==> config.mk <==
export PLATFORM = sky130hd
export DESIGN_NAME = mem_bus_arbiter
export DESIGN_NICKNAME = d
export VERILOG_FILES = /design/src/rtl/mem_bus_pkg.sv /design/src/rtl/mem_region_decode.sv /design/src/rtl/mem_bus_arbiter.sv
export SDC_FILE = /design/constraint.sdc
export NUM_CORES = 1
export LEC_CHECK = 0
export BUFFER_PORTS_ARGS = -buffer_cell sky130_fd_sc_hd__buf_2
export CAP_MARGIN = 20
export CELL_PAD_IN_SITES_DETAIL_PLACEMENT = 1
export CELL_PAD_IN_SITES_GLOBAL_PLACEMENT = 1
export CORE_MARGIN = 2
export CORE_UTILIZATION = 35
export DETAILED_ROUTE_END_ITERATION = 12
export PLACE_DENSITY_LB_ADDON = 0.1
export SLEW_MARGIN = 40
export SYNTH_ARGS = -nofsm -noshare
export SYNTH_HDL_FRONTEND = slang
export SYNTH_SLANG_ARGS = --single-unit
==> constraint.sdc <==
create_clock -name clock -period 4.6 [get_ports clock]
set_input_delay 1.38 -clock clock [delete_from_list [all_inputs] [get_ports clock]]
set_output_delay 1.38 -clock clock [all_outputs]
set_load 0.01 [all_outputs]
==> src/rtl/mem_bus_pkg.sv <==
// Shared types and constants for the memory bus arbiter: region/state encodings,
// access sizes, default wait states and the alignment helper.
`default_nettype none

package mem_bus_pkg;

   typedef enum logic [1:0] {
      REGION_ROM    = 2'b00,
      REGION_RAM    = 2'b01,
      REGION_PERIF  = 2'b10,
      REGION_UNUSED = 2'b11
   } region_e;

   typedef enum logic [1:0] {
      ST_IDLE   = 2'b00,
      ST_ACCESS = 2'b01,
      ST_WAIT   = 2'b10,
      ST_RESP   = 2'b11
   } state_e;

   localparam logic [1:0] SIZE_BYTE   = 2'b00;
   localparam logic [1:0] SIZE_HALF   = 2'b01;
   localparam logic [1:0] SIZE_WORD   = 2'b10;
   localparam logic [1:0] SIZE_DOUBLE = 2'b11;

   localparam int DEF_ROM_WS   = 1;
   localparam int DEF_RAM_WS   = 0;
   localparam int DEF_PERIF_WS = 2;

   function automatic logic is_misaligned(input logic [1:0] size, input logic [2:0] addr_lo);
      logic mis;
      case (size)
         SIZE_BYTE: mis = 1'b0;
         SIZE_HALF: mis = addr_lo[0];
         SIZE_WORD: mis = |addr_lo[1:0];
         default:   mis = |addr_lo;
      endcase
      return mis;
   endfunction

endpackage

`default_nettype wire

==> src/rtl/mem_region_decode.sv <==
// Combinational region decode and access legality check for one candidate request.
`default_nettype none

module mem_region_decode
   import mem_bus_pkg::*;
(
   input  logic [1:0] addr_hi,
   input  logic [2:0] addr_lo,
   input  logic [1:0] size,
   input  logic       we,
   output region_e    region,
   output logic       err
);

   always_comb begin
      region = region_e'(addr_hi);
      err    = (region == REGION_UNUSED)
             | ((region == REGION_ROM) & we)
             | is_misaligned(size, addr_lo);
   end

endmodule

`default_nettype wire

==> src/rtl/mem_bus_arbiter.sv <==
// Two-master (fetch/data) arbiter onto a single region-decoded memory bus with
// per-region wait states. Define MEM_ARB_ROUND_ROBIN_EN for round-robin grant.
`default_nettype none

module mem_bus_arbiter
   import mem_bus_pkg::*;
#(
   parameter int ROM_WS   = DEF_ROM_WS,
   parameter int RAM_WS   = DEF_RAM_WS,
   parameter int PERIF_WS = DEF_PERIF_WS
) (
   input  logic        clock,
   input  logic        reset,
   input  logic        if_req,
   input  logic [31:0] if_addr,
   output logic        if_ack,
   output logic        if_err,
   output logic [31:0] if_rdata,
   input  logic        d_req,
   input  logic        d_we,
   input  logic [1:0]  d_size,
   input  logic [31:0] d_addr,
   input  logic [63:0] d_wdata,
   output logic        d_ack,
   output logic        d_err,
   output logic [63:0] d_rdata,
   output logic [31:0] mem_address,
   output logic [63:0] mem_wdata,
   input  logic [63:0] mem_rdata,
   output logic        mem_write_en,
   output logic [1:0]  mem_size,
   output logic        ROM_select,
   output logic        RAM_select,
   output logic        PERIF_select,
   output logic        UNUSED_select
);

   localparam logic [3:0] ROM_WS4   = 4'(ROM_WS);
   localparam logic [3:0] RAM_WS4   = 4'(RAM_WS);
   localparam logic [3:0] PERIF_WS4 = 4'(PERIF_WS);

   state_e      state_q, state_d;
   logic [3:0]  cnt_q, cnt_d;
   logic        gnt_data_q, gnt_data_d;
   logic        last_data_q, last_data_d;
   logic [31:0] addr_q, addr_d;
   logic [1:0]  size_q, size_d;
   logic        we_q, we_d;
   logic [63:0] wdata_q, wdata_d;
   region_e     region_q, region_d;
   logic        err_q, err_d;
   logic [63:0] rdata_q, rdata_d;

   logic        pick_data;
   logic [31:0] cand_addr;
   logic [1:0]  cand_size;
   logic        cand_we;
   region_e     cand_region;
   logic        cand_err;
   logic [3:0]  ws_cur;

`ifdef MEM_ARB_ROUND_ROBIN_EN
   // On a tie, the side that did not win last time gets the bus.
   assign pick_data = d_req & (~if_req | ~last_data_q);
`else
   assign pick_data = d_req;
`endif

   // Fetches are always aligned word reads.
   assign cand_addr = pick_data ? d_addr : if_addr;
   assign cand_size = pick_data ? d_size : SIZE_WORD;
   assign cand_we   = pick_data & d_we;

   mem_region_decode u_decode (
      .addr_hi (cand_addr[31:30]),
      .addr_lo (cand_addr[2:0]),
      .size    (cand_size),
      .we      (cand_we),
      .region  (cand_region),
      .err     (cand_err)
   );

   always_comb begin
      case (region_q)
         REGION_ROM:   ws_cur = ROM_WS4;
         REGION_RAM:   ws_cur = RAM_WS4;
         REGION_PERIF: ws_cur = PERIF_WS4;
         default:      ws_cur = 4'd0;
      endcase
   end

   // State register and transaction latches.
   always_ff @(posedge clock) begin
      if (reset) begin
         state_q     <= ST_IDLE;
         cnt_q       <= 4'd0;
         gnt_data_q  <= 1'b0;
         last_data_q <= 1'b0;
         addr_q      <= 32'd0;
         size_q      <= 2'd0;
         we_q        <= 1'b0;
         wdata_q     <= 64'd0;
         region_q    <= REGION_ROM;
         err_q       <= 1'b0;
         rdata_q     <= 64'd0;
      end else begin
         state_q     <= state_d;
         cnt_q       <= cnt_d;
         gnt_data_q  <= gnt_data_d;
         last_data_q <= last_data_d;
         addr_q      <= addr_d;
         size_q      <= size_d;
         we_q        <= we_d;
         wdata_q     <= wdata_d;
         region_q    <= region_d;
         err_q       <= err_d;
         rdata_q     <= rdata_d;
      end
   end

   // Next-state logic.
   always_comb begin
      state_d = state_q;
      case (state_q)
         ST_IDLE: begin
            if (if_req | d_req)
               state_d = cand_err ? ST_RESP : ST_ACCESS;
         end
         ST_ACCESS: state_d = (ws_cur != 4'd0) ? ST_WAIT : ST_RESP;
         ST_WAIT:   if (cnt_q == 4'd0) state_d = ST_RESP;
         default:   state_d = ST_IDLE;
      endcase
   end

   // Datapath updates: latch on grant, count wait states, capture read data.
   always_comb begin
      cnt_d       = cnt_q;
      gnt_data_d  = gnt_data_q;
      last_data_d = last_data_q;
      addr_d      = addr_q;
      size_d      = size_q;
      we_d        = we_q;
      wdata_d     = wdata_q;
      region_d    = region_q;
      err_d       = err_q;
      rdata_d     = rdata_q;
      case (state_q)
         ST_IDLE: begin
            if (if_req | d_req) begin
               gnt_data_d  = pick_data;
               last_data_d = pick_data;
               addr_d      = cand_addr;
               size_d      = cand_size;
               we_d        = cand_we;
               wdata_d     = pick_data ? d_wdata : 64'd0;
               region_d    = cand_region;
               err_d       = cand_err;
               rdata_d     = 64'd0;
            end
         end
         ST_ACCESS: begin
            if (ws_cur != 4'd0) cnt_d = ws_cur - 4'd1;
            else                rdata_d = mem_rdata;
         end
         ST_WAIT: begin
            if (cnt_q == 4'd0) rdata_d = mem_rdata;
            else               cnt_d   = cnt_q - 4'd1;
         end
         default: cnt_d = 4'd0;
      endcase
   end

   // Outputs decoded from the registered state so everything is zero outside a transaction.
   always_comb begin
      mem_address   = 32'd0;
      mem_wdata     = 64'd0;
      mem_write_en  = 1'b0;
      mem_size      = 2'd0;
      ROM_select    = 1'b0;
      RAM_select    = 1'b0;
      PERIF_select  = 1'b0;
      UNUSED_select = 1'b0;
      if_ack        = 1'b0;
      if_err        = 1'b0;
      if_rdata      = 32'd0;
      d_ack         = 1'b0;
      d_err         = 1'b0;
      d_rdata       = 64'd0;
      if ((state_q == ST_ACCESS) || (state_q == ST_WAIT)) begin
         mem_address   = addr_q;
         mem_wdata     = wdata_q;
         mem_write_en  = we_q;
         mem_size      = size_q;
         ROM_select    = (region_q == REGION_ROM);
         RAM_select    = (region_q == REGION_RAM);
         PERIF_select  = (region_q == REGION_PERIF);
         UNUSED_select = (region_q == REGION_UNUSED);
      end
      if (state_q == ST_RESP) begin
         if (gnt_data_q) begin
            d_ack   = 1'b1;
            d_err   = err_q;
            d_rdata = rdata_q;
         end else begin
            if_ack   = 1'b1;
            if_err   = err_q;
            if_rdata = rdata_q[31:0];
         end
      end
   end

endmodule

`default_nettype wire

# Yosys cells after proc, flatten, opt, wreduce, memory -nomap -nowiden
# Cells that the tools add are included.
dict set report classes {
  add_sub_neg 2
  eq_ne 14
  mux 37
  n_bitwise 6
  reduce_logical 14
}
# operator count
set op_table {}
lappend op_table {{$mux W64} 7}
lappend op_table {{$pmux W64 S3} 1}
lappend op_table {{$mux W32} 4}
lappend op_table {{$mux W1} 14}
lappend op_table {{$eq A2 B2 Y1 const B} 6}
lappend op_table {{$pmux W4 S3} 1}
lappend op_table {{$mux W2} 5}
lappend op_table {{$ne A2 B2 Y1 const B} 5}
lappend op_table {{$logic_not A2 Y1} 4}
lappend op_table {{$mux W4} 2}
lappend op_table {{$sub A4 B1 Y4 const B} 2}
lappend op_table {{$eq A2 B1 Y1 const B} 3}
lappend op_table {{$pmux W2 S3} 1}
lappend op_table {{$logic_not A4 Y1} 1}
lappend op_table {{$pmux W2 S2} 1}
lappend op_table {{$reduce_and A2 Y1} 2}
lappend op_table {{$reduce_and A4 Y1} 1}
lappend op_table {{$reduce_bool A4 Y1} 1}
lappend op_table {{$or A1 B1 Y1} 3}
lappend op_table {{$pmux W1 S3} 1}
lappend op_table {{$reduce_and A3 Y1} 1}
lappend op_table {{$reduce_bool A3 Y1} 1}
lappend op_table {{$reduce_or A3 Y1} 1}
lappend op_table {{$and A1 B1 Y1} 2}
lappend op_table {{other kinds (3)} 3}
dict set report totals {
  regBits 173
  inputBits 199
  output_inout_bits 203
  wordCells 83
}

# Depth between registers and ports, before layout
# Gate-level depths: netlist of run 1.
dict set report logic_depth {
  word_depth 8
  ltp_mapped 10
}

# Modules after synthesis
# Synthesis of run 1 repeated with hierarchy kept, for this count alone.
dict set report unflattened {
  cells_unflattened 1036
  hier_area_um2 8404.3
}
# mod n_inst cells_per_inst area_per_inst_um2 seq_area_each_um2
set modules_own_cells {}
lappend modules_own_cells {mem_bus_arbiter 1 1029 8349.3 3463.3}
lappend modules_own_cells {mem_region_decode 1 7 55.1 0.0}

# Least setup slack after synthesis of run 1
# Ideal clock, no wire load.
dict set report synth_timing {
  path_type {register to output}
  startpoint {register state_q[0]}
  endpoint {output port mem_address[0]}
  arrival_time_ns 1.615
  t_required_ns 3.220
  setup_slack_ns 1.605
  path_stages_with_launch 7
  n_path_buf 3
  path_cell_list {dfxtp_1 inv_1 ha_1 clkbuf_1 clkbuf_1 clkbuf_1 and2_1}
}
dict set report synth_between {
  elab_chain_cells 3
  elab_cells_between_ends 4
}
# element line_no
set synth_lines {}
lappend synth_lines {{start: declaration} mem_bus_arbiter.sv:42} ;# state_e state_q, state_d;
lappend synth_lines {{start signal: assignment} mem_bus_arbiter.sv:107} ;# state_q <= state_d;
lappend synth_lines {{$eq A2 B1 Y1 or $eq A2 B2 Y1 (tied branches)} mem_bus_arbiter.sv:189} ;# if ((state_q == ST_ACCESS) || (state_q == ST_WAIT)) begin
lappend synth_lines {{$logic_or A1 B1 Y1 *} mem_bus_arbiter.sv:189}
lappend synth_lines {{$mux W32 *} mem_bus_arbiter.sv:189}
lappend synth_lines {{end: declaration} mem_bus_arbiter.sv:27} ;# output logic [31:0] mem_address,
# Every way passes the cells marked *; elsewhere a longest branch is shown, timed or not.

# Worst setup path after layout of run 1
dict set report layout_timing {
  startpoint {register state_q[0]}
  endpoint {output port if_rdata[29]}
}
dict set report layout_between {
  elab_chain_cells 2
}
# element line_no
set layout_lines {}
lappend layout_lines {{$eq A2 B2 Y1} mem_bus_arbiter.sv:199} ;# if (state_q == ST_RESP) begin
lappend layout_lines {{$mux W32} mem_bus_arbiter.sv:199}
lappend layout_lines {{end: declaration} mem_bus_arbiter.sv:18} ;# output logic [31:0] if_rdata,
# No other way between the ends.

==> impl_metrics.ini, run 1 <==
[run_status]
outcome = complete, no violations

[sta]
slew_viol_final = 0
fin_crit_ns = 3.64
fin_ws_ns = 0.960
relSlewSlack_pct = 49.8
rsz0062_at_grt = false
hold_ws_ns = 0.446
period_share_pct = 79.1
max_freq_ghz = 0.275
setup_violations = 0
hold_viol_final = 0
tightest_slew_ns = 0.753
setup_tns_ns = 0
fin_skew_ns = 0.0121

[cts]
hold_buffers = 0
post_cts_resized = 0
cts_max_path_buffers = 2
clk_latency_ns = 0.43
cts-buffers-inserted = 17
post_cts_buffers = 0
htreeDepth = 4
path_clk_slew_ns = 0.06
cts_sinks = 171
cts-root-buf = clkbuf_16
cts_tree = yes

[place]
hpwl_um = 19700
pre_cts_ws_ns = 1.29
dp.cells = 1667
dpl-instance-area_um2 = 10300
gp_congestion = 0.759
io_buffers = 401

[drt]
drc = 0
routed_wl_um = 28700
via_per_inst = 4.95
wl_per_cell_um = 16.8
ant_nets = 0
vias = 8428
drtIter0Drc = 431
drtPass1Iterations = 4

[worst_hold_path]
hold_class = flip-flop to flip-flop
hp-start = size_q[0]

[yosys]
async_flop_share_pct = 0
synth-compound-area-share_pct = 13.7
syn_inst = 1034
avgSynthCellArea_um2 = 7.98
synth_nets = 1238
synth_seq_area_share_pct = 41.5
synth_top_family_by_area = simple AND/OR/NAND/NOR gates
syn-cell-area_um2 = 8250
synth_edf_count = 0
synth-simple-area-share_pct = 33.6
ys_types = 43
ys_warn_count = 0
synthMuxAreaShare_pct = 3.88
synth-xor-area-share_pct = 0.106
synth_adder_area_share_pct = 0.758
synth-seq-cells = 171
synth_top_flop_cell = dfxtp_1

[floorplanning]
start_util_pct = 35.3
io-pin-count = 402
fp.coreArea_um2 = 23300
fp.dieH_um = 158
rows = 56
die_width_um = 158
dieArea_um2 = 24800

[global_routing]
antenna_found_initial = 4
grt-ovfl-total = 0
grt_first_pass_wirelength_um = 43700
grt_pass1_vias = 8300
track_usage_pct = 22.3
grt_max_degree = 100

[setup_path]
r2r_start = state_q[1]
arrival_ns = 2.26
critPathLaunchType = flip-flop
path_max_fanout = 34
startpoint = state_q[0]
endpoint_kind = primary output
cp.required_ns = 3.22
critPathKind = flip-flop to primary output

[power]
leakage_nw = 5.35
finalPower_mw = 6.25
vdd_ir_drop_max_mv = 0.625
powerDensity_nw_per_um2 = 572

[cells_and_area]
finish.utilization_pct = 46.8
drive_gt1_share_pct = 35.1
nets = 1571
final_cells = 1702
fillCellCount = 3019
areaGrowthSynthToFinish_pct = 32.5
stdcell_area_um2 = 10900

[flow_run]
cap_violations = 0
[kinds of logic (layout without fill, tap and decap cells)]
kind of cell | Yosys count | in the layout
muxes | 32 | 32
buffers and inverters | 109 | 455
xor gates and xnor gates | 1 | 1
other | 0 | 3
adders and majority gates | 5 | 5
and+or+nand+nor | 527 | 527
AOI/OAI and AO/OA | 189 | 189
DFF | 171 | 171
[critical path, stage by stage (launching register included)]
cell	delay [ns]
dfxtp_1	0.37
ha_2	0.54
inv_1	0.17
nor2_1	0.12
buf_4	0.28
and2_1	0.21
buf_2	0.14
[placed cells by master, fill, tap and decap left out, types with 2 or more instances in the layout]
master / count
ha_1: 3
a21oi_2: 12
clkinv_2: 4
a21o_1: 2
nor3_1: 4
buf_4: 15
and2_1: 133
bufinv_16: 2
diode_2: 3
inv_1: 5
a31oi_1: 2
clkbuf_16: 17
nand3_1: 118
nand3b_1: 2
nor2_1: 39
a211oi_1: 33
a21oi_1: 128
mux2i_1: 32
nand3_2: 14
dfxtp_1: 170
nor3b_1: 3
o21ai_0: 4
inv_6: 5
buf_2: 399
clkinv_4: 2
buf_12: 2
nand2_1: 140
and3_1: 66
[layout make-up]
cell class              count  area (um^2)  share of cell area (%)
clock inverters            15          160                    1.47
inverters                   5         18.8                   0.172
diodes                      3         7.51                  0.0687
clock buffers              17          425                    3.89
well taps                 319          399                    3.65
multi-input cells         754         4320                    39.5
flip-flops and latches    171         3420                    31.3
repair buffers            418         2170                    19.9
[where the power goes]
group / switching (mW) / internal [mW]
combinational: 1.76 / 0.884
clock: 0.641 / 0.810
sequential: 0.251 / 1.90
[flip-flops by register name (all words and copies together), names as in the netlist]
name	cells
err_q	1
rdata_q	64
gnt_data_q	1
we_q	1
cnt_q	4
addr_q	32
size_q	2
state_q	2
wdata_q	64
[final timing paths]
| kind | slack (ns) | depth (start not counted) | endpoint |
|---|---|---|---|
| setup reg to reg | 2.24 | 7 | addr_q[22] |
| hold / removal | 0.45 | 2 | size_q[0] |
| hold reg to reg | 0.45 | 2 | size_q[0] |
| setup / recovery | 0.96 | 6 | if_rdata[29] |
[Yosys cell counts, types with 5 or more instances]
| cell | instances | area (um^2) |
|---|---|---|
| ha_1 | 5 | 62.6 |
| nand3_1 | 118 | 591 |
| buf_1 | 9 | 33.8 |
| a21oi_1 | 128 | 641 |
| and2_1 | 133 | 832 |
| nand3_2 | 14 | 140 |
| dfxtp_1 | 171 | 3420 |
| buf_2 | 21 | 105 |
| clkbuf_1 | 65 | 244 |
| nand2_1 | 140 | 526 |
| buf_8 | 5 | 75.1 |
| nor2_1 | 39 | 146 |
| mux2i_1 | 32 | 320 |
| inv_1 | 5 | 18.8 |
| and3_1 | 66 | 413 |
| a211oi_1 | 33 | 248 |
| a21oi_2 | 12 | 105 |
[per-layer routing]
layer / track usage [%] / part of all wire (%) / vias up
met5: 0 / 0.13 / -
met4: 7.36 / 2.1 / 6
met3: 6.33 / 7.0 / 42
met2: 38.6 / 48 / 262
met1: 26.5 / 42 / 3940
li1: - / - / 4178
No activity file was read; power rests on OpenSTA's default activity.
==> inputs of run 2 (changes only) <==
- ABC_AREA: default -> 1
- CORE_UTILIZATION: 35 -> 31
- clock period: 4.6 -> 3.4 ns (I/O delays scaled with it)
==> impl_metrics.ini, run 2 <==
[sta]
max_freq_ghz = 0.325
hold_viol_final = 0
tightest_slew_ns = 0.773
setup_violations = 0
fin_skew_ns = 0.0114
period_share_pct = 90.6
slew_viol_final = 0
fin_ws_ns = 0.321
fin_crit_ns = 3.08
rsz0062_at_grt = false
relSlewSlack_pct = 48.2
setup_tns_ns = 0

[setup_path]
cp-endpoint = mem_wdata[16]
arrival_ns = 2.06
reg2reg_to = rdata_q[58]
reg2reg_slack_ns = 1.25
critPathKind = flip-flop to primary output
cp.required_ns = 2.38
startpoint = state_q[1]
critPathLaunchType = flip-flop
endpoint_kind = primary output
r2r_start = state_q[0]
path_max_fanout = 41
reg2regPathDepth = 8

[worst_hold_path]
hold_class = flip-flop to flip-flop

[yosys]
synth_top_area_cell = dfxtp_1
synth_seq_area_share_pct = 42.3
yosys-top-cells-area = dfxtp_1 (42%), nand2_1 (18%), a21oi_1 (8.7%)
ys_warn_count = 0
synth_top_flop_cell = dfxtp_1
synth_edf_count = 0
avgSynthCellArea_um2 = 6.50
synth_top_area_share_pct = 42.3
synth-seq-cells = 171
async_flop_share_pct = 0
syn_inst = 1245
synth_most_common_cell = nand2_1
synthTopCellsByCount = nand2_1 (387), inv_1 (184), dfxtp_1 (171), a21oi_1 (141), nor2_1 (113)
synth_nets = 1449
syn-cell-area_um2 = 8090
ys_types = 26

[global_routing]
grt-ovfl-total = 0
grt_max_degree = 142
grt_pass1_vias = 8681
grt_first_pass_wirelength_um = 45400
antenna_found_initial = 9
track_usage_pct = 21.0

[cts]
cts_max_path_buffers = 2
clk_latency_ns = 0.43
htreeDepth = 4
post_cts_resized = 0
cts_sinks = 171
hold_buffers = 0
post_cts_buffers = 0
cts-root-buf = clkbuf_16
cts-buffers-inserted = 17
cts_tree = yes
path_clk_slew_ns = 0.06

[floorplanning]
dieArea_um2 = 27400
die_width_um = 166
start_util_pct = 31.3
fp.coreArea_um2 = 25800
fp.dieH_um = 166
io-pin-count = 402
rows = 59

[place]
dpl-instance-area_um2 = 10300
gp_congestion = 0.764
hpwl_um = 21000
io_buffers = 401
pre_cts_ws_ns = 0.731

[drt]
routed_wl_um = 29700
drtPass1Iterations = 5
via_per_inst = 4.64
wl_per_cell_um = 15.3
vias = 9001
ant_nets = 0
drtIter0Drc = 532
drc = 0

[cells_and_area]
most-common-layout-cells = buf_2 (400), nand2_1 (386), inv_1 (183)
nets = 1791
fillCellCount = 3467
final_common_cell = buf_2
stdcell_area_um2 = 10900
drive_gt1_share_pct = 28.6
regArea_um2 = 3420
multi_input_area_um2 = 3550
reg_top3 = rdata_q x64, wdata_q x64, addr_q x32
areaGrowthSynthToFinish_pct = 34.8

[flow_run]
cap_violations = 0

[power]
vdd_ir_drop_max_mv = 0.406
leakage_nw = 5.77
powerDensity_nw_per_um2 = 783

[run_status]
outcome = complete, no violations
[run 2: how the worst min path moves through the flow]
stage           startpoint     endpoint  cells past startpoint  slack, ns
2_1_floorplan  wdata_q[18]  wdata_q[18]                      2       0.44
3_3_place_gp   wdata_q[34]  wdata_q[34]                      2       0.45
3_5_place_dp   wdata_q[57]  wdata_q[57]                      2       0.45
4_1_cts        wdata_q[57]  wdata_q[57]                      2       0.46
5_1_grt        wdata_q[62]  wdata_q[62]                      2       0.48
6_report       wdata_q[57]  wdata_q[57]                      2       0.46
[run 2: final cells by class]
cell class              count  area share, %
flip-flops and latches    171           31.4
clock buffers              17           3.90
repair buffers            418           20.3
clock inverters            14           1.47
diodes                      6          0.138
well taps                 335           3.85
multi-input cells         793           32.5
inverters                 186           6.40
[run 2: through the flow]
stage | hold WS [ns] | instances | utilization, % | power, mW
after global placement | 0.447 | 1903 | 39.9 | 6.60
after floorplan | 0.441 | 1245 | - | 5.36
final | 0.461 | 1940 | 42.2 | 8.54
after detailed placement | 0.452 | 1903 | 39.9 | 6.65
after global routing | 0.479 | 1939 | 42.2 | 9.24
after CTS | 0.462 | 1934 | 42.1 | 8.67
[run 2: kinds of logic after synthesis]
family	after synthesis	share of synthesized area, %
simple gates	580	29.4
buf+inv	281	14.1
xor+xnor	1	0.108
compound gates	207	13.4
fa+ha+maj	5	0.774
flops	171	42.3
[run 2: worst max-delay path, cell delays in order (launching register included)]
cell,delay [ns]
dfxtp_1,0.38
inv_1,0.11
ha_4,0.62
buf_12,0.24
nand2_1,0.08
inv_1,0.07
buf_2,0.13
[run 2: power breakdown]
part | total, mW | leakage [nW] | switching, mW | internal [mW]
Sequential | 2.82 | 1.40 | 0.288 | 2.53
Clock | 1.99 | 0.285 | 0.886 | 1.10
Combinational | 3.73 | 4.08 | 2.54 | 1.19
[run 2: layer usage]
layer,GRT usage (%),share of wire (%),wire length [um],vias up
met5,0,0.17,50,-
met4,6.58,1.3,393,8
met3,5.62,7.3,2150,28
met2,34.9,48,14300,253
met1,26.4,43,12800,4157
li1,-,-,-,4555
